File: src/rtl/pe_fmap_feeder.sv
// Feature-map feeder: reads a block of words from the feature buffer
// and streams them to the PE through a 2-entry skid buffer.
module pe_fmap_feeder #(
  parameter int DATA_WIDTH = 16,
  parameter int ADDR_WIDTH = 8
) (
  input  logic                  clk,
  input  logic                  rst,
  input  logic                  start,
  input  logic [ADDR_WIDTH-1:0] base_addr,
  input  logic [ADDR_WIDTH-1:0] length,
  input  logic                  full_column,
  output logic                  mem_rd_en,
  output logic [ADDR_WIDTH-1:0] mem_rd_addr,
  input  logic [DATA_WIDTH-1:0] mem_rd_data,
  output logic                  pe_start_load,
  output logic                  pe_load_full_column,
  output logic [DATA_WIDTH-1:0] pe_data,
  output logic                  pe_data_en,
  input  logic                  pe_fifo_full,
  output logic                  busy,
  output logic                  done
);

  typedef enum logic [1:0] {
    IDLE,
    ANNOUNCE,
    STREAM
  } state_t;

  localparam logic [ADDR_WIDTH-1:0] ONE = 1;

  state_t state, next;

  logic [ADDR_WIDTH-1:0] addr_q;
  logic [ADDR_WIDTH-1:0] len_q;
  logic [ADDR_WIDTH-1:0] issued_q;
  logic [ADDR_WIDTH-1:0] sent_q;
  logic                  fc_q;
  logic                  done_q;
  logic                  pend_q;
  logic [DATA_WIDTH-1:0] buf_q [2];
  logic                  wp_q;
  logic                  rp_q;
  logic [1:0]            cnt_q;

  logic       accept;
  logic       zero_start;
  logic       rd_en;
  logic       pop;
  logic       last_pop;
  logic       empty;
  logic [2:0] level;

  always_ff @(posedge clk) begin
    if (rst) state <= IDLE;
    else     state <= next;
  end

  always_comb begin
    next       = state;
    accept     = 1'b0;
    zero_start = 1'b0;
    rd_en      = 1'b0;
    empty      = (cnt_q == 2'd0);
    pop        = !empty && !pe_fifo_full && !rst;
    last_pop   = pop && (state == STREAM)
                 && (sent_q == len_q - ONE);
    // words held plus words still in flight from the buffer
    level      = {1'b0, cnt_q} + {2'b00, pend_q};
    unique case (state)
      IDLE: begin
        if (start) begin
          if (length != '0) begin
            accept = 1'b1;
            next   = ANNOUNCE;
          end else begin
            zero_start = 1'b1;
          end
        end
      end
      ANNOUNCE: begin
        rd_en = 1'b1;
        next  = STREAM;
      end
      STREAM: begin
        rd_en = (issued_q != len_q)
                && (level < 3'd2 + {2'b00, pop});
        if (last_pop) next = IDLE;
      end
      default: next = IDLE;
    endcase
    if (rst) begin
      accept     = 1'b0;
      zero_start = 1'b0;
      rd_en      = 1'b0;
      next       = IDLE;
    end
  end

  always_ff @(posedge clk) begin
    if (rst) begin
      addr_q   <= '0;
      len_q    <= '0;
      issued_q <= '0;
      sent_q   <= '0;
      fc_q     <= 1'b0;
      done_q   <= 1'b0;
      pend_q   <= 1'b0;
      buf_q[0] <= '0;
      buf_q[1] <= '0;
      wp_q     <= 1'b0;
      rp_q     <= 1'b0;
      cnt_q    <= 2'd0;
    end else begin
      done_q <= zero_start | last_pop;
      pend_q <= rd_en;
      if (accept) begin
        addr_q   <= base_addr;
        len_q    <= length;
        fc_q     <= full_column;
        issued_q <= '0;
        sent_q   <= '0;
      end else begin
        if (rd_en) begin
          addr_q   <= addr_q + ONE;
          issued_q <= issued_q + ONE;
        end
        if (pop) sent_q <= sent_q + ONE;
      end
      if (pend_q) begin
        buf_q[wp_q] <= mem_rd_data;
        wp_q        <= ~wp_q;
      end
      if (pop) rp_q <= ~rp_q;
      unique case ({pend_q, pop})
        2'b10:   cnt_q <= cnt_q + 2'd1;
        2'b01:   cnt_q <= cnt_q - 2'd1;
        default: cnt_q <= cnt_q;
      endcase
    end
  end

  assign mem_rd_en           = rd_en;
  assign mem_rd_addr         = rst ? '0 : addr_q;
  assign pe_start_load       = (state == ANNOUNCE) && !rst;
  assign pe_load_full_column = fc_q && !rst;
  assign pe_data_en          = pop;
  assign pe_data             = (rst || empty) ? '0 : buf_q[rp_q];
  assign busy                = (state != IDLE) && !rst;
  assign done                = done_q && !rst;

endmodule

File: config.mk
export PLATFORM = sky130hd
export DESIGN_NAME = pe_fmap_feeder
export DESIGN_NICKNAME = d
export VERILOG_FILES = /design/src/rtl/pe_fmap_feeder.sv
export SDC_FILE = /design/constraint.sdc
export NUM_CORES = 1
export LEC_CHECK = 0
export BUFFER_PORTS_ARGS = -buffer_cell sky130_fd_sc_hd__buf_2
export CORE_MARGIN = 2
export CORE_UTILIZATION = 47
export DETAILED_ROUTE_END_ITERATION = 7
export HOLD_SLACK_MARGIN = 0.06
export PLACE_DENSITY_LB_ADDON = 0.05
export RECOVER_POWER = 50
export SYNTH_ARGS = -nofsm -noshare
export SYNTH_HDL_FRONTEND = slang
export SYNTH_SLANG_ARGS = --single-unit
File: constraint.sdc
create_clock -name clk -period 3.1 [get_ports clk]
set_input_delay 0.31 -clock clk [delete_from_list [all_inputs] [get_ports clk]]
set_output_delay 0.31 -clock clk [all_outputs]
set_load 0.005 [all_outputs]
# == After elaboration in Yosys (flattened, before gate mapping) ==
# Memory sizes are Yosys's and may differ from the RTL's. A register that Yosys moved wholly into a read port is not among the register bits.
# Cells that the tools add are included.
# totals
regBits,41
latchBits,0
mem_bits_rw,32
romBits,0
mem_count,1
# memory_table
memory,depth,word_bits,rd,rd_ports_with_merged_regs,wr,line,source
buf_q,2,16,1,1,2,42,logic [DATA_WIDTH-1:0] buf_q [2];
# op_classes
n_addsub,8
n_mul,0
div_mod_pow,0
magnitude_cmp,1
eq_ne,9
n_shift,0
n_mux,29
bitwise,3
reduce_logical,22
# ops
operator,n
$mux 16,2
$add 8x1->8 const B,3
$mux 8,3
$mux 1,18
$reduce_or 16->1,1
$logic_and 1x1->1,9
$eq 8x8->1,1
$ne 8x8->1,1
$reduce_bool 8->1,1
$sub 8x1->8 const B,1
$mux 2,3
$ne 2x2->1 const B,3
$pmux 2 s3,1
$reduce_bool 2->1,3
$eq 2x1->1 const B,2
$eq 2x2->1 const B,2
$logic_not 2->1,2
$pmux 2 s2,1
$add 2x1->3,1
$add 2x1->3 const A,1
$logic_not 1->1,3
$lt 3x3->1,1
$reduce_and 3->1,1
$add 2x1->2 const B,1
other kinds (6),7

# == Depth between registers and ports, before layout ==
# Gate-level depths: netlist of the first run.
# depth
word_depth,11
depth_mapped,9
mapped_depth_nobuf,8

# == Least setup slack after synthesis of the first run ==
# OpenSTA, ideal clock, no wires.
# synth_path
path_type,register to register
from,register len_q[0]
to,register state[1]
arrival_time_ps,1986
required_ps,3028
path_slack_ps,1042
path_stages_with_launch,10
path_buffers,1
period_less_slack_ps,2058
path_cell_list,dfxtp_1 buf_2 inv_1 ha_1 o21bai_1 a2111oi_0 a311oi_1 a211o_1 a22oi_1 mux2i_1
# synth_via
elab_chain_len,5
# synth_lines
item,line,source
start: declaration,36,logic [ADDR_WIDTH-1:0] len_q;
start signal: assignment,120,len_q <= length;
$sub 8x1->8,68,&& (sent_q == len_q - ONE);
$eq 8x8->1,68,
$logic_and 1x1->1,68,
$ne 2x2->1 (no line),n/a,
$reduce_and 3->1 (no line),n/a,
end signal: assignment,57,else state <= next;
end: declaration,33,"state_t state, next;"
# No other way between the ends.
# A chain may end at the register's enable or synchronous reset.

# == Worst setup path after layout of the first run ==
# layout_path
from,input rst
to,output pe_data_en
# layout_via
elab_chain_len,2
# layout_lines
item,line,source
start: declaration,8,"input logic rst,"
$logic_not 1->1,66,pop = !empty && !pe_fifo_full && !rst;
$logic_and 1x1->1,66,
end: declaration,19,"output logic pe_data_en,"
# No other way between the ends.

==> metrics.md, run 1 <==
| Metric | Value |
|---|---|
| # hold bufs at CTS | 0 |
| Req. time, crit path | 2.79 ns |
| Initial Util | around half |
| DIE WIDTH | approximately 94 µm |
| Slew @ Worst Pin | 1.128 ns |
| Post-DP HPWL | roughly 6000 µm |
| Vias | between 2000 and 3000 |
| CTS tree | yes |
| Num CTS Buffers | 9 |
| Static Leak | between 1.5 and 2 nW |
| Maximum fanout along the worst path | 27 |
| Core box area | just under 8000 µm² |
| CP endpoint | pe_data_en |
| Die H | about 94 µm |
| Synth-to-Final Area Change | 15.26% |
| Crit path kind | primary input to output pin |
| Post-route clock period utilization | approximately 85% |
| ANT cells | 0 |
| Most frequent cells in the layout | 55 x buf_2, 48 x nor2_1, 42 x dfxtp_1, 32 x edfxtp_1, 31 x nand2_1 |
| Hold Path Cell Cnt | 3 |
| Worst vdd ir | ~0.22 mV |
| Final Max Slew Viols | 0 |
| GP Congestion | between 0.8 and 0.9 |
| Crit path launch | rst |
| Critical path startpoint category | primary input |
| Final Hold Viols | 0 |
| Avg Synthesized Cell Area | between 9 and 10 µm² |
| R2R setup slack | between 0.6 and 0.7 ns |
| Crit path largest cell delay | roughly 0.9 ns |
| RSZ-0062 raised after global routing | false |
| Max capacitance violation total | 0 |
| Syn nets | 447 |
| Drt total wl | about 8400 µm |
| CTS Buffer Depth | 2 |
| Top post-synthesis cells by area | edfxtp_1 25%, dfxtp_1 22%, xnor2_1 5.9% |
| Fin util | a little under three fifths |
| Yosys top cell area share | about 25% |
| # DRC | 0 |
| R2r endpoint | state[1]$_SDFFE_PP0P_ |
| Share of layout cells above drive strength 1 | between 10% and 20% |
| Worst min path class | primary input to flop |
| CTS H-tree lvls | 3 |
| Fillers | between 700 and 800 |
| Status | finished clean |
| Main flop type after synthesis | dfxtp_1 |
| PnR Total Power | 0.002146 W |
| Setup TNS | 0 ns |
| CP Capture Type | output pin |
| # Post-CTS Setup Buffers | 0 |
| R2R depth | 8 |
| Hold Slack | slightly above 0.2 ns |
| Fin Clk Skew | approximately 0.0067 ns |
| DR vias/cell | ~5.3 |
| Pre-CTS WS | around 0.77 ns |
| Worst path arrival time | between 2 and 2.5 ns |
| Seq/Total Area, Yosys | between 40% and 50% |
| Cell count after synthesis | about 400 |
| Initial antenna violation count | 0 |
| Root Driver | clkbuf_8 |
| Routed Antenna Nets | 0 |
| CTS resizes | 0 |
| Largest net degree at the start of global routing | 28 |
| Yosys reg bits | 74 |
| Die area | between 8000 and 9000 µm² |
| Commonest non-fill, non-tap cell in the layout | buf_2 |
| Final min period | approximately 2.6 ns |
| Gr ovfl total | 0 |
| Initial DRC Count | 100 |
| Vias in the first global route | 2884 |
| Final Net Count | 508 |
| Biggest area consumer among synthesized cells | edfxtp_1 |
| R2R Path Start | len_q[0]$_SDFFE_PP0P_ |
| Post-synth EDFFs | 32 |
| Final number of setup-violating endpoints | 0 |
| Crit path top cell by count | clkbuf_1 |
| Ys async rst share | 0% |
| First-pass GRT wire length | about 14000 µm |
| Clock latency on the worst-skew pair | 0.34 ns |
| Cell Chain, Critical Path | clkbuf_1 > clkbuf_1 > nor3_1 > buf_4 > buf_2 |
| CTS sink cnt | 74 |
| Max-slew headroom | between 20 and 25% |
| Worst-path clk slew | around 0.070 ns |
| DR WL/cell | about 15 µm |
| Crit-path slowest cell | clkbuf_1 |
| Netlist cell types | 48 |
| Ports | 67 |
| Post-Syn Area | roughly 3800 µm² |
| Port buffer count | 66 |
| Yosys Warn Count | 0 |
| Pwr dens | slightly below 500 nW/µm² |
| Setup slack after layout | between 0.4 and 0.5 ns |
| Row cnt | 32 |
| Gr usage total | 20.20% |
| FMAX | about 0.38 GHz |
| TritonRoute pass-1 iters | 4 |
==> power breakdown <==
| group | switching (W) | internal [W] |
|---|---|---|
| Clock | 0.000366 | 0.000373 |
| Sequential | 0.0000540 | 0.00107 |
| Combinational | 0.000159 | 0.000127 |
| Total | 0.000579 | 0.00157 |
==> critical path, delay by kind of cell <==
family / cells / cell delay [ns]
buffers and inverters: 4 / 1.78
AND/OR/NAND/NOR: 1 / 0.23
==> layer usage <==
layer | vias up | global-route usage [%] | share of wire, %
met5 | - | 0 | 0
met4 | 0 | 7.971 | 1.4
met3 | 11 | 3.612 | 4.0
met2 | 74 | 32.98 | 47
met1 | 1406 | 26.57 | 48
li1 | 1500 | - | -
==> logic make-up (layout without fill, tap and decap cells) <==
group	count (synthesis)	count (layout)	share of synthesized area, %
and+or+nand+nor	165	165	21.76
DFF	74	74	47.04
AOI/OAI and AO/OA	57	57	10.29
xor gates and xnor gates	38	38	8.690
buffers and inverters	35	101	3.659
muxes	19	19	4.966
adders and majority gates	11	11	3.594
==> area by class of cell <==
type | instances | area [µm²] | share of cell area (%)
repair buffers | 73 | 364.1 | 8.248
clock inverters | 6 | 65.06 | 1.474
multi-input cells | 290 | 1883 | 42.66
well taps | 102 | 127.6 | 2.891
flip-flops and latches | 74 | 1802 | 40.82
inverters | 12 | 45.04 | 1.020
clock buffers | 10 | 127.6 | 2.891
==> worst min path at each step <==
stage | start | endpoint | slack, ns
4_1_cts | full_column | fc_q$_SDFFE_PP0P_ | 0.19
3_3_place_gp | fc_q$_SDFFE_PP0P_ | fc_q$_SDFFE_PP0P_ | 0.45
5_1_grt | full_column | fc_q$_SDFFE_PP0P_ | 0.21
3_5_place_dp | fc_q$_SDFFE_PP0P_ | fc_q$_SDFFE_PP0P_ | 0.46
2_1_floorplan | fc_q$_SDFFE_PP0P_ | fc_q$_SDFFE_PP0P_ | 0.43
6_report | full_column | fc_q$_SDFFE_PP0P_ | 0.21
==> state kept, by name, summed over array words and instances (netlist names), 2 cells and up, named ones only <==
| register | cells |
|---|---|
| buf_q | 32 |
| issued_q | 8 |
| cnt_q | 2 |
| len_q | 8 |
| state | 2 |
| sent_q | 8 |
| addr_q | 8 |
==> stage by stage <==
stage               area, µm²  instances
floorplan                3830        399
global placement         4245        551
detailed placement       4245        551
CTS                      4438        567
global route             4414        567
finish                   4414        567
==> cells in the mapped netlist, types with 4 or more instances <==
cell type,instances
nor2_1,48
xnor2_1,26
and2_1,35
nand3_1,10
nor3_1,5
dfxtp_1,42
xor2_1,12
a211oi_1,9
nor2b_1,9
ha_1,11
buf_1,4
buf_2,5
nand4_1,9
inv_1,12
edfxtp_1,32
clkbuf_1,12
mux2i_1,19
a21oi_1,23
and3_1,5
o21ai_0,5
nand2_1,31
Power figures use the tool's default switching activity.
==> inputs of run 2 (changes only) <==
MAX_ROUTING_LAYER = met4   (was unset)
==> run 2 against run 1 <==
Compared with the run above:
- sequential power is essentially flat
- via count is essentially flat
- worst hold slack lost 0.0074 ns
- clock power is essentially flat
- clock skew grew 0.0015 ns
- cell area is the same
- die area is the same
- non-clock buffer count is the same
==> metrics.md, run 2 (synthesized netlist as in run 1, its figures left out) <==
| Metric | Value |
|---|---|
| Logic pwr share | 13.3% (about the same) |
| Ports | 67 (unchanged) |
| Largest register FFs | 32 (unchanged) |
| Max capacitance violation total | 0 (unchanged) |
| Root Driver | clkbuf_8 |
| Switching share of total power | 27.12% (+0.12 points) |
| Hold Path End | fc_q$_SDFFE_PP0P_ |
| Slew @ Worst Pin | 1.118 ns (-0.01010 ns) |
| Final Net Count | 508 (unchanged) |
| Hold Path Cell Cnt | 3 (unchanged) |
| Drt total wl | 8407 µm (+0.43%) |
| Gr usage total | 20.79% (+0.59 points) |
| DR WL/cell | 14.83 µm (+0.43%) |
| FMAX | 0.3809 GHz (+0.39%) |
| Post-route clock period utilization | 84.68% (-0.33 points) |
| Worst hold start | full_column |
| Clock latency on the worst-skew pair | 0.35 ns (about the same) |
| CTS H-tree lvls | 3 (unchanged) |
| Initial Util | 49.05% (unchanged) |
| Routed Antenna Nets | 0 (unchanged) |
| ANT cells | 0 (unchanged) |
| CP Capture Type | output pin |
| R2R depth | 8 (unchanged) |
| DIE WIDTH | 94.27 µm (unchanged) |
| # DRC | 0 (unchanged) |
| Final Max Slew Viols | 0 (unchanged) |
| # Post-CTS Setup Buffers | 0 (unchanged) |
| CTS tree | yes |
| Final min period | 2.625 ns (-0.01028 ns) |
| CTS resizes | 0 (unchanged) |
| Pwr dens | 486.9 nW/µm² (+0.16%) |
| CTS sink cnt | 74 (unchanged) |
| R2R Path Start | len_q[0]$_SDFFE_PP0P_ |
| Switching power of the nets | 0.0005828 W (+0.62%) |
| Top reg by flops | buf_q |
| Port buffer count | 66 (unchanged) |
| Internal power | 0.001566 W (about the same) |
| Crit path kind | primary input to output pin |
| TritonRoute pass-1 iters | 6 (+2) |
| Share of layout cells above drive strength 1 | 17.85% (unchanged) |
| Most frequent cells in the layout | 55 x buf_2, 48 x nor2_1, 42 x dfxtp_1, 32 x edfxtp_1, 31 x nand2_1 |
| Synth-to-Final Area Change | 15.26% (unchanged) |
| Worst path arrival time | 2.32 ns (about the same) |
| First-pass GRT wire length | 13790 µm (+0.15%) |
| Vias in the first global route | 2877 (-0.24%) |
| Fin util | 56.54% (unchanged) |
| Static Leak | 1.692 nW (unchanged) |
| WL met2 | 3953 µm (+1.0%) |
| Largest net degree at the start of global routing | 28 (unchanged) |
| Row cnt | 32 (unchanged) |
| Post-DP HPWL | 5975 µm (unchanged) |
| RSZ-0062 raised after global routing | false |
| # hold bufs at CTS | 0 (unchanged) |
| Initial DRC Count | 105 (+5.0%) |
| Clock share of power | 34.5% (about the same) |
| Maximum fanout along the worst path | 27 (unchanged) |
| Fin Clk Skew | 0.008212 ns (+0.001508 ns) |
| Initial antenna violation count | 0 (unchanged) |
| Highest metal used | met4 |
| Final Hold Viols | 0 (unchanged) |
| Req. time, crit path | 2.79 ns (about the same) |
| R2R setup slack | 0.65 ns (about the same) |
| Vias | 2992 (+0.033%) |
| R2r endpoint | state[1]$_SDFFE_PP0P_ |
| Num CTS Buffers | 9 (unchanged) |
| Setup TNS | 0 ns (unchanged) |
| Gr ovfl total | 0 (unchanged) |
| Critical path startpoint category | primary input |
| Max-slew headroom | 25.49% (+0.67 points) |
| Worst-path clk slew | 0.07 ns (about the same) |
| CTS Buffer Depth | 2 (unchanged) |
| Worst vdd ir | 0.2148 mV (-0.43%) |
| Status | finished clean |
| Die area | 8887 µm² (unchanged) |
| Die H | 94.27 µm (unchanged) |
| Final number of setup-violating endpoints | 0 (unchanged) |
| Core box area | 7807 µm² (unchanged) |
| Worst min path class | primary input to flop |
| Routed met3 length | 360 µm (+8.4%) |
| Met1 wire length | 3980 µm (-0.72%) |
| Sequential share of power | 52.2% (about the same) |
| Commonest non-fill, non-tap cell in the layout | buf_2 |
| DR vias/cell | 5.277 (about the same) |
| GP Congestion | 0.8324 (+1.5%) |
==> run 2: cell counts in the layout (fill, tap and decap cells not counted) <==
No cell type changed its count.
==> run 2: how the worst max path moves through the flow <==
stage / start / endpoint / slack, ns / depth (start not counted)
2_1_floorplan: len_q[0]$_SDFFE_PP0P_ / state[1]$_SDFFE_PP0P_ / 1.04 / 9
3_3_place_gp: cnt_q[0]$_SDFFE_PP0P_ / issued_q[7]$_SDFFE_PP0P_ / 0.89 / 8
3_5_place_dp: len_q[0]$_SDFFE_PP0P_ / state[1]$_SDFFE_PP0P_ / 0.77 / 8
4_1_cts: cnt_q[0]$_SDFFE_PP0P_ / mem_rd_en / 0.54 / 8
5_1_grt: rst / pe_data_en / 0.27 / 5
6_report: rst / pe_data_en / 0.47 / 5
==> run 2: metal layers <==
layer	vias to the layer above	GRT usage [%]
met2	71	32.86
met4	0	7.971
met1	1410	26.93
li1	1501	-
met3	10	3.371
met5	-	-
==> run 2: area by class of cell <==
class | count | area [µm²]
clock buffer | 10 | 127.6
tap | 102 | 127.6
clock inverter | 6 | 65.06
multi-input combinational | 290 | 1883
fill | 749 | 3393
inverter | 12 | 45.04
timing repair buffer | 73 | 364.1
sequential | 74 | 1802
==> run 2: stage by stage <==
stage	power, W	area [µm²]	instances	setup slack (ns)	hold WS, ns
after floorplan	0.001331	3830	399	1.042	0.4318
after global placement	0.001426	4245	551	0.8867	0.4454
after detailed placement	0.001433	4245	551	0.7714	0.4571
after CTS	0.002172	4438	567	0.5416	0.1925
after global routing	0.002252	4414	567	0.2730	0.2065
final	0.002149	4414	567	0.4749	0.1987
==> run 2: power groups by stage <==
stage / Sequential [W] / Combinational [W] / Clock, W
5_1_grt: 0.00113 / 0.000326 / 0.000797
4_1_cts: 0.00112 / 0.000293 / 0.000758
2_1_floorplan: 0.00112 / 0.000215 / 0
6_report: 0.00112 / 0.000286 / 0.000742
3_3_place_gp: 0.00114 / 0.000286 / 0
3_5_place_dp: 0.00114 / 0.000290 / 0
==> run 2: critical path, cell delays in order <==
cell and delay [ns]:
clkbuf_1 0.51, clkbuf_1 0.89, nor3_1 0.23, buf_4 0.24
buf_2 0.13
